`config.mk`:
```
export PLATFORM = sky130hd
export DESIGN_NAME = mult_rr_sched
export DESIGN_NICKNAME = d
export VERILOG_FILES = /design/src/rtl/mult_rr_sched_pkg.sv /design/src/rtl/mult_rr_sched_arb.sv /design/src/rtl/mult_rr_sched.sv
export SDC_FILE = /design/constraint.sdc
export NUM_CORES = 1
export LEC_CHECK = 0
export BUFFER_PORTS_ARGS = -buffer_cell sky130_fd_sc_hd__buf_4
export CAP_MARGIN = 20
export CORE_AREA = 2 2 94 96
export DETAILED_ROUTE_END_ITERATION = 10
export DIE_AREA = 0 0 96 98
export PLACE_DENSITY = 0.72
export SYNTH_ARGS = -nofsm -noshare
export SYNTH_HDL_FRONTEND = slang
export SYNTH_SLANG_ARGS = --single-unit
```
`constraint.sdc`:
```
create_clock -name clk -period 3.4 [get_ports clk]
set_clock_uncertainty 0.15 [all_clocks]
set_input_delay 0.34 -clock clk [delete_from_list [all_inputs] [get_ports clk]]
set_output_delay 0.34 -clock clk [all_outputs]
set_load 0.005 [all_outputs]
```
`src/rtl/mult_rr_sched_pkg.sv`:
```
// Shared widths, FSM encoding and tag layout for the
// round-robin multiplier scheduler.
package mult_pkg;

    localparam int MULT_AW      = 16;
    localparam int MULT_BW      = 16;
    // Widest requester ID supported (NREQ up to 16).
    localparam int MULT_IDW_MAX = 4;

    typedef enum logic [1:0] {
        IDLE  = 2'd0,
        RUN   = 2'd1,
        DRAIN = 2'd2
    } state_e;

    typedef struct packed {
        logic                    valid;
        logic [MULT_IDW_MAX-1:0] id;
    } tag_t;

endpackage

```
`src/rtl/mult_rr_sched_arb.sv`:
```
// Round-robin arbiter: first set request at or after
// the pointer wins, wrapping past the top index.
module rr_arbiter #(
    parameter  int NREQ = 4,
    localparam int IDW  = $clog2(NREQ)
) (
    input  logic [NREQ-1:0] req_i,
    input  logic [IDW-1:0]  ptr_i,
    output logic [NREQ-1:0] gnt_o,
    output logic [IDW-1:0]  idx_o,
    output logic            any_o
);

    logic [IDW:0] pos;

    // Rotating priority search starting at ptr_i.
    always_comb begin
        gnt_o = '0;
        idx_o = '0;
        any_o = 1'b0;
        pos   = '0;
        for (int i = 0; i < NREQ; i++) begin
            pos = {1'b0, ptr_i} + (IDW+1)'(i);
            if (pos >= (IDW+1)'(NREQ)) begin
                pos = pos - (IDW+1)'(NREQ);
            end
            if (!any_o && req_i[pos[IDW-1:0]]) begin
                any_o                = 1'b1;
                idx_o                = pos[IDW-1:0];
                gnt_o[pos[IDW-1:0]]  = 1'b1;
            end
        end
    end

endmodule

```
`src/rtl/mult_rr_sched.sv`:
```
// Shares one signed multiplier among NREQ requesters.
// Optional MULT_RR_SCHED_GNT_CNT_EN adds saturating grant counters.
module mult_rr_sched
    import mult_pkg::*;
#(
    parameter  int NREQ = 4,
    parameter  int AW   = MULT_AW,
    parameter  int BW   = MULT_BW,
    parameter  int LAT  = 1,
    localparam int IDW  = $clog2(NREQ),
    localparam int OW   = AW + BW
) (
    input  logic             clk,
    input  logic             rst,
    input  logic [NREQ-1:0]  req,
    input  logic [NREQ*AW-1:0] a_in,
    input  logic [NREQ*BW-1:0] b_in,
    output logic [NREQ-1:0]  gnt,
    input  logic             flush,
    output logic             mul_en,
    output logic [AW-1:0]    mul_a,
    output logic [BW-1:0]    mul_b,
    input  logic [OW-1:0]    mul_out,
    output logic             res_valid,
    output logic [IDW-1:0]   res_id,
    output logic [OW-1:0]    res_data,
    output logic             busy
`ifdef MULT_RR_SCHED_GNT_CNT_EN
    ,
    output logic [NREQ*16-1:0] gnt_cnt
`endif
);

    state_e          state_q;
    logic [IDW-1:0]  ptr_q;
    logic [IDW-1:0]  ptr_d;
    tag_t            tag_q [LAT];
    tag_t            tag_d;

    logic [NREQ-1:0] arb_gnt;
    logic [IDW-1:0]  arb_idx;
    logic            arb_any;
    logic            grant_ok;
    logic            gnt_any;
    logic            pipe_any;

    rr_arbiter #(.NREQ(NREQ)) u_arb (
        .req_i (req),
        .ptr_i (ptr_q),
        .gnt_o (arb_gnt),
        .idx_o (arb_idx),
        .any_o (arb_any)
    );

    // Grant gating and operand steering toward the multiplier.
    always_comb begin
        grant_ok = !rst && !flush && (state_q != DRAIN);
        gnt_any  = grant_ok && arb_any;
        gnt      = grant_ok ? arb_gnt : '0;
        mul_en   = gnt_any;
        mul_a    = gnt_any ? a_in[arb_idx*AW +: AW] : '0;
        mul_b    = gnt_any ? b_in[arb_idx*BW +: BW] : '0;
        ptr_d    = ptr_q;
        if (gnt_any) begin
            ptr_d = (arb_idx == IDW'(NREQ-1)) ? '0 : arb_idx + 1'b1;
        end
        tag_d.valid = gnt_any;
        tag_d.id    = gnt_any ? MULT_IDW_MAX'(arb_idx) : '0;
    end

    // Any operation still travelling through the multiplier.
    always_comb begin
        pipe_any = 1'b0;
        for (int i = 0; i < LAT; i++) begin
            pipe_any = pipe_any | tag_q[i].valid;
        end
    end

    // Tag shift register tracking requester IDs through the latency.
    always_ff @(posedge clk) begin
        if (rst) begin
            for (int i = 0; i < LAT; i++) begin
                tag_q[i] <= '0;
            end
        end else begin
            tag_q[0] <= tag_d;
            for (int i = 1; i < LAT; i++) begin
                tag_q[i] <= tag_q[i-1];
            end
        end
    end

    // Scheduler FSM and round-robin pointer.
    always_ff @(posedge clk) begin
        if (rst) begin
            state_q <= IDLE;
            ptr_q   <= '0;
        end else begin
            ptr_q <= ptr_d;
            unique case (state_q)
                IDLE: begin
                    if (!flush && (|req)) state_q <= RUN;
                end
                RUN: begin
                    if (flush) state_q <= DRAIN;
                    else if (!pipe_any && (req == '0)) state_q <= IDLE;
                end
                DRAIN: begin
                    if (!pipe_any && !flush) state_q <= IDLE;
                end
                default: state_q <= IDLE;
            endcase
        end
    end

    assign res_valid = tag_q[LAT-1].valid;
    assign res_id    = tag_q[LAT-1].id[IDW-1:0];
    assign res_data  = mul_out;
    assign busy      = pipe_any || (state_q == DRAIN);

`ifdef MULT_RR_SCHED_GNT_CNT_EN
    logic [15:0] cnt_q [NREQ];

    // Per-requester grant counters that stick at all-ones.
    always_ff @(posedge clk) begin
        for (int i = 0; i < NREQ; i++) begin
            if (rst) begin
                cnt_q[i] <= '0;
            end else if (gnt[i] && (cnt_q[i] != 16'hFFFF)) begin
                cnt_q[i] <= cnt_q[i] + 16'd1;
            end
        end
    end

    // Pack the counters onto the output bus.
    always_comb begin
        gnt_cnt = '0;
        for (int i = 0; i < NREQ; i++) begin
            gnt_cnt[i*16 +: 16] = cnt_q[i];
        end
    end
`else
    // No grant counters in this build.
`endif

endmodule
```
==> results of run 1 <==
## layer usage
layer / global-route usage / up-vias
li1: - / 1135
met1: 0.1582 / 1065
met2: 0.2569 / 96
met3: 0.01929 / 20
met4: 0.04286 / 0
met5: 0 / -
## flip-flops by register name (all words and copies together), names as in the netlist
| register | count |
|---|---|
| ptr_q | 2 |
| tag_q | 3 |
| state_q | 2 |
## Yosys cell counts (2+ instances only)
cell / instances
sky130_fd_sc_hd__buf_6: 2
sky130_fd_sc_hd__nor2_1: 12
sky130_fd_sc_hd__nand2_1: 3
sky130_fd_sc_hd__inv_1: 6
sky130_fd_sc_hd__nand2b_1: 2
sky130_fd_sc_hd__ha_1: 8
sky130_fd_sc_hd__clkbuf_1: 7
sky130_fd_sc_hd__nand3_1: 2
sky130_fd_sc_hd__or2_2: 3
sky130_fd_sc_hd__buf_4: 32
sky130_fd_sc_hd__o21ai_1: 2
sky130_fd_sc_hd__o22ai_1: 32
sky130_fd_sc_hd__a22oi_1: 4
sky130_fd_sc_hd__nor4_1: 2
sky130_fd_sc_hd__a221oi_1: 4
sky130_fd_sc_hd__mux4_2: 2
sky130_fd_sc_hd__buf_2: 6
sky130_fd_sc_hd__a21oi_1: 4
sky130_fd_sc_hd__buf_12: 5
sky130_fd_sc_hd__nand3b_1: 2
sky130_fd_sc_hd__o21ai_0: 2
sky130_fd_sc_hd__mux2i_1: 69
sky130_fd_sc_hd__dfxtp_1: 7
## how the worst max path moves through the flow
stage | to | from | slack (ns)
3_3_place_gp | mul_a[5] | ptr_q[1]$_SDFFE_PP0P_ | 0.22
3_5_place_dp | mul_a[0] | ptr_q[1]$_SDFFE_PP0P_ | 0.11
2_1_floorplan | mul_a[0] | ptr_q[0]$_SDFFE_PP0P_ | 0.07
5_1_grt | mul_b[10] | ptr_q[0]$_SDFFE_PP0P_ | 0.06
6_report | mul_a[0] | ptr_q[1]$_SDFFE_PP0P_ | 0.23
4_1_cts | mul_a[1] | ptr_q[1]$_SDFFE_PP0P_ | 0.06
## through the flow
stage	instances	total power [mW]	cell area [µm²]	hold slack (ns)	setup WS (ns)
after global placement	477	1.259	3128	0.2651	0.2223
after CTS	483	1.426	3201	0.1612	0.05680
final	484	1.437	3221	0.1636	0.2291
after floorplan	237	1.031	2002	0.2523	0.07247
after detailed placement	477	1.283	3128	0.2740	0.1084
after global routing	484	1.550	3221	0.1665	0.05879
## repair_timing
item	CTS	global route
hold endpoints to repair	0	0
gates resized for setup	2	2
setup endpoints to repair	29	32
buffers inserted	2	1
## where the power goes
part / leakage (nW) / total [mW] / internal, mW / switching (mW)
clock: 0.0228 / 0.115 / 0.0810 / 0.0341
sequential: 0.0576 / 0.100 / 0.0945 / 0.00590
combinational: 1.54 / 1.22 / 0.663 / 0.559
total: 1.62 / 1.44 / 0.838 / 0.599
## worst max-delay path, delay by kind of cell (launching register included)
kind | cells | cell delay (ns)
AOI/OAI and AO/OA | 3 | 0.69
adders and majority gates | 1 | 0.26
buffers and inverters | 3 | 0.55
DFF | 1 | 0.30
and+or+nand+nor | 2 | 0.63
## cells by family (layout without fill, tap and decap cells)
group	after synthesis	in the layout	synth area share
muxes	72	72	0.3750
adders and majority gates	8	8	0.05000
DFF	7	7	0.07000
AOI/OAI and AO/OA	55	55	0.1813
buffers and inverters	59	198	0.2225
and+or+nand+nor	36	36	0.1013
## area by class of cell
class,count,area [µm²],share of cell area
sequential,7,140.1,0.04351
tap,108,135.1,0.04196
inverter,7,26.28,0.008159
clock buffer,4,45.04,0.01399
multi-input combinational,171,1445,0.4487
timing repair buffer,187,1429,0.4437
==> run_results.csv, run 1 <==
group,metric,value,unit
finish,nFillCells,886,
flow_run,drv.max_cap_violation_count,0,
floorplanning,chipWidth,96,µm
route,wl_met1,2.604,mm
logic_synthesis,postSynthAreaPerCell,8.447,µm²
critical_path,worst_path_largest_cell_delay,0.47,ns
cts,numCtsBuffers,3,
route,dr.pass1.iters,4,
cts,insertion_delay,0.22,ns
floorplanning,initial_utilization,0.2365,
global_routing,globalRouteOverflowTotal,0,
critical_path,critical_path.slowest_cell,"sky130_fd_sc_hd__or3b_2",
route,post-route-drc-count,0,
floorplanning,row_count,34,
floorplanning,ioPinCount,240,
logic_synthesis,yosys.cell_types.count,42,
finish,drive_above_1_share,0.5372,
logic_synthesis,synth_largest_type_area_fraction,0.3450,
place,routabilityCongestion,0.8461,
global_routing,grt_max_degree,34,
route,route.final.wire_length,7.142,mm
logic_synthesis,synth_ff_type,"sky130_fd_sc_hd__dfxtp_1",
route,route.met3.wl,649,µm
critical_path,path_common_cell,"sky130_fd_sc_hd__buf_4",
sta,tightest_slew,0.5408,ns
cts,clk_path_buf_depth,2,
route,drt.antenna.violating_nets,0,
hold_path,min_from,"rst",
finish,utilization,0.3804,
logic_synthesis,synth_seq_cells,7,
floorplanning,area_of_the_core_region,0.008466,mm²
logic_synthesis,synth_warnings,0,
critical_path,reg2regPathDepth,9,
logic_synthesis,postSynth.asyncResetShare,0,
finish,syn_to_final_growth,60.88,%
sta,drv_slew,0,
cts,cts_max_level,1,
route,drt_first_iter_violations,70,
hold_path,timing.hold.worst_path_depth,2,
critical_path,worstPathCellList,"inv_1 -> ha_4 -> or3b_2 -> a211o_1 -> nand3_2 -> o21ai_4 -> buf_4 -> o22ai_1 -> buf_4",
logic_synthesis,ys_top_cells_by_area,"sky130_fd_sc_hd__mux2i_1 35%, sky130_fd_sc_hd__buf_4 12%, sky130_fd_sc_hd__o22ai_1 10%, sky130_fd_sc_hd__dfxtp_1 7.0%, sky130_fd_sc_hd__buf_12 5.0%",
sta,number_of_failing_hold_endpoints_at_the_final_stage,0,
cts,clock_sinks,7,
sta,maxSlewHeadroom,0.6381,
power_and_ir_drop,static-leakage-power,1.617,nW
finish,most-common-layout-cells,"185 x sky130_fd_sc_hd__buf_4, 69 x sky130_fd_sc_hd__mux2i_1, 32 x sky130_fd_sc_hd__o22ai_1, 12 x sky130_fd_sc_hd__nor2_1",
route,detailroute.via_count,2316,
outcome,run_status,"complete, no violations",
power_and_ir_drop,worst_ir_drop_vdd,155.7,µV
logic_synthesis,mappedNetlistArea,0.002002,mm²
critical_path,r2r-end,"ptr_q[1]$_SDFFE_PP0P_",
route,dr_wl_met2,3.746,mm
sta,timing.final.crit_period,3.171,ns
critical_path,setup.worst_path.start_class,"register",
sta,rsz_0062_raised_after_global_routing,"false",
route,dr.max_layer_used,"met4",
global_routing,grt_first_pass_wirelength,10.60,mm
critical_path,critPathMaxFanout,18,
place,portBuffers,175,
sta,finalSetupTns,0,ns
critical_path,worst_ep_required_time,2.91,ns
sta,period_share,0.9326,
sta,maxClockFrequency,315.4,MHz
hold_path,hold_path_class,"input port to register",
critical_path,cp_data_arrival_time,2.68,ns
route,drt-wirelength-per-cell,14.76,µm
power_and_ir_drop,cellPowerDensity,446.1,mW/mm²
logic_synthesis,synth.net_count,412,
logic_synthesis,count_of_mapped_cells_out_of_synthesis,237,
global_routing,first_global_vias,2265,
critical_path,startpoint_of_the_worst_slack_reg_to_reg_timing_path,"ptr_q[1]$_SDFFE_PP0P_",
critical_path,critical_path.endpoint_type,"output pin",
finish,nets,552,
finish,antenna_cells,0,
hold_path,hold_end,"state_q[1]$_SDFFE_PP0P_",
finish,mostFrequentLayoutCell,"sky130_fd_sc_hd__buf_4",
logic_synthesis,synth_top_area_cell,"sky130_fd_sc_hd__mux2i_1",
floorplanning,fp.dieArea,0.009408,mm²
critical_path,r2r_setup_slack,0.92,ns
cts,ctsRootBufferMaster,"sky130_fd_sc_hd__clkbuf_8",
route,vias_per_cell,4.785,
sta,final-setup-viol-count,0,
logic_synthesis,register_area_share_after_synthesis,0.07000,
logic_synthesis,synth-edff-count,0,
place,detailedPlacementHpwl,5.762,mm
floorplanning,die-height,98,µm
critical_path,timing.setup.critical_path_class,"register to output pin",
global_routing,grt_util_overall,0.1381,
global_routing,initial_antenna_violation_count,0,
cts,clkTransAtPathRegs,0.04,ns
cts,tritoncts,"done",
cts,count_of_hold_buffers_inserted_by_post_cts_repair,0,
No activity file was read; power rests on OpenSTA's default activity.
==> inputs of run 2 (changes only) <==
Settings changed: ABC_AREA set to 1, CORE_AREA 2 2 94 96 to 2 2 93 95, CTS_CLUSTER_DIAMETER set to 80, DIE_AREA 0 0 96 98 to 0 0 95 97, PLACE_DENSITY 0.72 to 0.83.
==> run 2 against run 1 <==
Sequential share of layout area is 0.74 points lower. Sequential power is 5% higher. Final area is 21% higher. Clock power is 5% higher. Largest power group unchanged.
==> run_results.csv, run 2 <==
group,metric,value,unit
outcome,run_status,"complete, no violations",
cts,cts_max_level,1,
logic_synthesis,ys_top_cells_by_area,"sky130_fd_sc_hd__nand3_1 19%, sky130_fd_sc_hd__inv_1 16%, sky130_fd_sc_hd__nand2_1 13%, sky130_fd_sc_hd__nand3b_1 9.1%, sky130_fd_sc_hd__buf_4 8.8%",
logic_synthesis,postSynth.asyncResetShare,0,
sta,maxClockFrequency,315.1,MHz
cts,count_of_hold_buffers_inserted_by_post_cts_repair,0,
cts,post_cts_resize_count,0,
finish,largest_reg_flops,3,
sta,timing.final.crit_period,3.174,ns
finish,utilization,0.4807,
critical_path,cp_data_arrival_time,2.68,ns
power_and_ir_drop,static-leakage-power,2.365,nW
route,route.final.wire_length,9.639,mm
global_routing,initial_antenna_violation_count,1,
finish,largest_registers,"tag_q (3), ptr_q (2), state_q (2)",
critical_path,critPathMaxFanout,24,
logic_synthesis,synth-edff-count,0,
sta,finalSetupTns,0,ns
logic_synthesis,synth_warnings,0,
floorplanning,area_of_the_core_region,0.008134,mm²
route,drt.antenna.violating_nets,0,
critical_path,reg2regPathDepth,13,
global_routing,grt_first_pass_wirelength,15.39,mm
cts,clkTransAtPathRegs,0.04,ns
route,drt-wirelength-per-cell,13.03,µm
critical_path,startpoint_of_the_worst_slack_reg_to_reg_timing_path,"ptr_q[1]$_SDFFE_PP0P_",
critical_path,setup.worst_path.start_class,"register",
finish,drive_above_1_share,0.3344,
finish,stdcell_area,0.003910,mm²
sta,period_share,0.9335,
logic_synthesis,yosys.cell_types.count,30,
cts,insertion_delay,0.23,ns
logic_synthesis,mappedNetlistArea,0.002726,mm²
hold_path,hold_path_class,"input port to register",
critical_path,worst_ep_required_time,2.91,ns
critical_path,crit_end,"mul_b[15]",
logic_synthesis,synth_ff_type,"sky130_fd_sc_hd__dfxtp_1",
floorplanning,die-height,97,µm
critical_path,worst_setup_path_startpoint,"ptr_q[1]$_SDFFE_PP0P_",
floorplanning,row_count,33,
global_routing,first_global_vias,3424,
flow_run,drv.max_cap_violation_count,0,
place,routabilityCongestion,0.8286,
sta,finalHoldWorstSlack,0.1556,ns
finish,layout.cells.non_filler,740,
sta,number_of_failing_hold_endpoints_at_the_final_stage,0,
floorplanning,initial_utilization,0.3352,
route,drt_first_iter_violations,123,
power_and_ir_drop,worst_ir_drop_vdd,248.6,µV
power_and_ir_drop,cellPowerDensity,419.6,mW/mm²
finish,nFillCells,830,
sta,setup_ws,0.2262,ns
finish,most-common-layout-cells,"180 x sky130_fd_sc_hd__buf_4, 114 x sky130_fd_sc_hd__inv_1, 106 x sky130_fd_sc_hd__nand3_1, 92 x sky130_fd_sc_hd__nand2_1, 36 x sky130_fd_sc_hd__a21oi_1",
finish,registers.top_by_ff_count,"tag_q",
cts,clock_sinks,7,
place,detailedPlacementHpwl,7.508,mm
logic_synthesis,yosys.cell_count.top_type,"sky130_fd_sc_hd__inv_1",
finish,area_of_the_multi_input_gates,0.001709,mm²
finish,nets,810,
route,vias_per_cell,4.904,
global_routing,globalRouteOverflowTotal,0,
place,place_area,0.003831,mm²
logic_synthesis,synth_top_area_cell,"sky130_fd_sc_hd__nand3_1",
route,post-route-drc-count,0,
cts,clk_path_buf_depth,2,
global_routing,grt_max_degree,49,
sta,final-setup-viol-count,0,
cts,numCtsBuffers,3,
power_and_ir_drop,power,1.641,mW
finish,seqCellArea,141.4,µm²
floorplanning,ioPinCount,240,
logic_synthesis,post_synth_most_frequent_cells,"114 x sky130_fd_sc_hd__inv_1, 106 x sky130_fd_sc_hd__nand3_1, 93 x sky130_fd_sc_hd__nand2_1, 36 x sky130_fd_sc_hd__a21oi_1, 33 x sky130_fd_sc_hd__nand3b_1",
critical_path,r2r_setup_slack,0.94,ns
logic_synthesis,count_of_mapped_cells_out_of_synthesis,507,
place,portBuffers,175,
finish,mostFrequentLayoutCell,"sky130_fd_sc_hd__buf_4",
sta,tightest_slew,0.5576,ns
cts,ctsRootBufferMaster,"sky130_fd_sc_hd__clkbuf_8",
logic_synthesis,synth_seq_cells,7,
sta,drv_slew,0,
cts,tritoncts,"done",
sta,maxSlewHeadroom,0.6254,
floorplanning,fp.dieArea,0.009215,mm²
route,detailroute.via_count,3629,
sta,rsz_0062_raised_after_global_routing,"false",
global_routing,grt_util_overall,0.2007,
critical_path,r2r-end,"ptr_q[1]$_SDFFE_PP0P_",
logic_synthesis,synth_largest_type_area_fraction,0.1946,
place,placement.setup.worst_slack,0.2733,ns
logic_synthesis,register_area_share_after_synthesis,0.05140,
floorplanning,chipWidth,95,µm
logic_synthesis,postSynthAreaPerCell,5.377,µm²
place,post-place-cells,735,
cts,post-cts-setup-buffers,0,
critical_path,timing.setup.critical_path_class,"register to output pin",
finish,syn_to_final_growth,43.41,%
logic_synthesis,synth.net_count,682,
critical_path,critical_path.endpoint_type,"output pin",
route,dr.pass1.iters,5,
-- run 2: cell types whose count changed in the layout (fill, tap and decap cells not counted), moves of 5 or more --
cell,change
sky130_fd_sc_hd__a21oi_1,+32
sky130_fd_sc_hd__buf_6,+6
sky130_fd_sc_hd__nand2_2,+7
sky130_fd_sc_hd__nand2_1,+89
sky130_fd_sc_hd__o22ai_1,-32
sky130_fd_sc_hd__mux2i_1,-69
sky130_fd_sc_hd__buf_4,-5
sky130_fd_sc_hd__nand3_1,+105
sky130_fd_sc_hd__inv_1,+108
sky130_fd_sc_hd__nand3b_1,+31
-- run 2: cells by family after synthesis --
logic type / count (synthesis) / synth area share
AOI/OAI and AO/OA: 49 / 0.09821
adders and majority gates: 8 / 0.03672
buffers and inverters: 181 / 0.3226
DFF: 7 / 0.05140
and+or+nand+nor: 262 / 0.4910
-- run 2: final cells by class --
type / instances / share of cell area
Antenna cell: 1 / 0.0006400
Tap cell: 105 / 0.03360
Multi-Input combinational cell: 319 / 0.4371
Inverter: 117 / 0.1142
Clock buffer: 4 / 0.01152
Timing Repair Buffer: 187 / 0.3667
Sequential cell: 7 / 0.03616
-- run 2: metal layers --
metal  track usage  share of wire
met1        0.2283           0.38
met2        0.3748           0.51
met3       0.04206          0.095
met4       0.04459          0.014
met5             0              0
-- run 2: critical path, stage by stage (launching register included) --
cell                      delay, ns
sky130_fd_sc_hd__dfxtp_2       0.40
sky130_fd_sc_hd__inv_1         0.16
sky130_fd_sc_hd__ha_1          0.36
sky130_fd_sc_hd__inv_1         0.14
sky130_fd_sc_hd__nand3_2       0.11
sky130_fd_sc_hd__nand2_4       0.13
sky130_fd_sc_hd__nand4_4       0.15
sky130_fd_sc_hd__inv_2         0.12
sky130_fd_sc_hd__nor2_1        0.06
sky130_fd_sc_hd__nor2_2        0.11
sky130_fd_sc_hd__buf_6         0.24
sky130_fd_sc_hd__nand3_1       0.16
sky130_fd_sc_hd__a21oi_1       0.17
sky130_fd_sc_hd__buf_4         0.13
-- run 2: worst min path at each step --
stage | start | endpoint | cells after the start
2_1_floorplan | rst | state_q[1]$_SDFFE_PP0P_ | 1
3_3_place_gp | state_q[0]$_SDFFE_PP0P_ | state_q[1]$_SDFFE_PP0P_ | 2
3_5_place_dp | state_q[0]$_SDFFE_PP0P_ | state_q[1]$_SDFFE_PP0P_ | 2
4_1_cts | rst | state_q[1]$_SDFFE_PP0P_ | 2
5_1_grt | rst | state_q[1]$_SDFFE_PP0P_ | 2
6_report | rst | state_q[1]$_SDFFE_PP0P_ | 2
-- run 2: power breakdown --
group	internal [mW]	leakage, nW	switching [mW]	total, mW
clock	0.0814	0.0228	0.0392	0.121
sequential	0.0936	0.0581	0.0112	0.105
combinational	0.586	2.28	0.829	1.42
==> inputs of run 3 (changes only) <==
Settings changed: RECOVER_POWER set to 100.
==> run 3 against run 2 <==
Sequential share of layout area is essentially flat. Sequential power is essentially flat. First-iteration DRC count grew 1.6%. Wire length grew 0.11%. Worst setup slack lost 0.0069 ns. Critical path type unchanged. Critical endpoint is now mul_a[6]. Highest routed layer unchanged.
==> run_results.csv, run 3 (synthesis results as in run 2) <==
group,metric,value,unit
sta,maxSlewHeadroom,0.6254,
cts,clk_path_buf_depth,2,
finish,utilization,0.4798,
global_routing,first_global_vias,3424,
finish,nets,810,
finish,drive_above_1_share,0.3312,
sta,drv_slew,0,
critical_path,critPathMaxFanout,18,
power_and_ir_drop,worst_ir_drop_vdd,249.6,µV
finish,largest_reg_flops,3,
place,portBuffers,175,
floorplanning,row_count,33,
global_routing,initial_antenna_violation_count,1,
route,route.met3.wl,836,µm
cts,clkTransAtPathRegs,0.04,ns
outcome,run_status,"complete, no violations",
route,detailroute.via_count,3635,
cts,ctsRootBufferMaster,"sky130_fd_sc_hd__clkbuf_8",
route,drt.antenna.violating_nets,0,
global_routing,grt_util_overall,0.2007,
power_and_ir_drop,static-leakage-power,2.344,nW
critical_path,critical_path.endpoint_type,"output pin",
global_routing,grt_first_pass_wirelength,15.39,mm
power_and_ir_drop,cellPowerDensity,418.3,mW/mm²
route,wl_met1,3.756,mm
cts,clock_sinks,7,
sta,number_of_failing_hold_endpoints_at_the_final_stage,0,
sta,tightest_slew,0.5576,ns
sta,final-setup-viol-count,0,
place,detailedPlacementHpwl,7.508,mm
hold_path,hold_end,"state_q[1]$_SDFFE_PP0P_",
hold_path,timing.hold.worst_path_depth,2,
global_routing,grt_max_degree,49,
critical_path,r2r-end,"ptr_q[1]$_SDFFE_PP0P_",
finish,layout.cells.non_filler,740,
finish,mostFrequentLayoutCell,"sky130_fd_sc_hd__buf_4",
critical_path,worst_setup_path_startpoint,"ptr_q[1]$_SDFFE_PP0P_",
floorplanning,area_of_the_core_region,0.008134,mm²
sta,maxClockFrequency,314.4,MHz
finish,nFillCells,832,
sta,period_share,0.9355,
floorplanning,fp.dieArea,0.009215,mm²
route,dr.pass1.iters,4,
route,route.final.wire_length,9.650,mm
route,drt_first_iter_violations,125,
finish,registers.top_by_ff_count,"tag_q",
floorplanning,die-height,97,µm
critical_path,cp_data_arrival_time,2.69,ns
place,post-place-cells,735,
hold_path,min_from,"rst",
critical_path,timing.setup.critical_path_class,"register to output pin",
cts,insertion_delay,0.23,ns
cts,count_of_hold_buffers_inserted_by_post_cts_repair,0,
critical_path,worst_ep_required_time,2.91,ns
hold_path,hold_path_class,"input port to register",
global_routing,globalRouteOverflowTotal,0,
sta,rsz_0062_raised_after_global_routing,"false",
route,dr_wl_met2,4.918,mm
floorplanning,initial_utilization,0.3352,
floorplanning,ioPinCount,240,
finish,most-common-layout-cells,"151 x sky130_fd_sc_hd__buf_4, 114 x sky130_fd_sc_hd__inv_1, 106 x sky130_fd_sc_hd__nand3_1, 92 x sky130_fd_sc_hd__nand2_1, 36 x sky130_fd_sc_hd__a21oi_1",
route,dr.max_layer_used,"met4",
place,routabilityCongestion,0.8286,
route,post-route-drc-count,0,
floorplanning,chipWidth,95,µm
sta,timing.final.crit_period,3.181,ns
finish,largest_registers,"tag_q (3), ptr_q (2), state_q (2)",
route,vias_per_cell,4.912,
route,drt-wirelength-per-cell,13.04,µm
sta,finalSetupTns,0,ns
cts,tritoncts,"done",
flow_run,drv.max_cap_violation_count,0,
critical_path,reg2regPathDepth,13,
cts,cts_max_level,1,
critical_path,setup.worst_path.start_class,"register",
critical_path,r2r_setup_slack,0.95,ns
critical_path,startpoint_of_the_worst_slack_reg_to_reg_timing_path,"ptr_q[1]$_SDFFE_PP0P_",
cts,numCtsBuffers,3,
finish,syn_to_final_growth,43.14,%
run 3: worst max path at each step:
stage	slack (ns)	to	cells after the start
floorplan	0.80	mul_a[10]	13
global placement	0.36	mul_b[15]	13
detailed placement	0.27	mul_b[15]	13
CTS	0.008	mul_b[15]	13
global route	0.00007	mul_a[14]	13
finish	0.22	mul_a[6]	13
run 3: layer usage:
layer  global-route usage  vias to the layer above
li1                     -                     1811
met1               0.2283                     1641
met2               0.3748                      171
met3              0.04206                       12
met4              0.04459                        0
met5                    0                        -
run 3: through the flow:
stage | hold WS (ns) | cell area [µm²] | total power [mW] | setup WS, ns
after floorplan | 0.2591 | 2726 | 1.106 | 0.7958
after global placement | 0.3395 | 3831 | 1.456 | 0.3632
after detailed placement | 0.3557 | 3831 | 1.495 | 0.2733
after CTS | 0.1530 | 3876 | 1.619 | 0.008421
after global routing | 0.1517 | 3900 | 1.817 | 0.00006684
final | 0.1548 | 3902 | 1.632 | 0.2194
run 3: final cells by class:
class                   count  area (µm²)  share of cell area
multi-input cells         319        1709              0.4380
repair buffers            187        1426              0.3655
inverters                 117       446.7              0.1145
flip-flops and latches      7       141.4             0.03623
well taps                 105       131.4             0.03366
clock buffers               4       45.04             0.01154
diodes                      1       2.502           0.0006412
run 3: critical path, cell delays in order, from the launching register on:
cell,delay (ns)
sky130_fd_sc_hd__dfxtp_2,0.40
sky130_fd_sc_hd__inv_1,0.16
sky130_fd_sc_hd__ha_1,0.36
sky130_fd_sc_hd__inv_1,0.14
sky130_fd_sc_hd__nand3_2,0.11
sky130_fd_sc_hd__nand2_4,0.13
sky130_fd_sc_hd__nand4_4,0.15
sky130_fd_sc_hd__inv_2,0.13
sky130_fd_sc_hd__nand2_1,0.11
sky130_fd_sc_hd__nand2_2,0.11
sky130_fd_sc_hd__buf_6,0.20
sky130_fd_sc_hd__nand3_1,0.10
sky130_fd_sc_hd__a21oi_1,0.18
sky130_fd_sc_hd__clkbuf_4,0.16
run 3: timing repair:
item | 4_1_cts | 5_1_grt
gates resized for setup | 0 | 9
setup buffers | 0 | 0
endpoints found under the setup margin | 0 | 32
run 3: power breakdown:
part           internal [mW]  total (mW)  switching [mW]  leakage, nW
logic                  0.579        1.41           0.828         2.26
registers             0.0936       0.105          0.0110       0.0581
clock network         0.0814       0.120          0.0390       0.0228
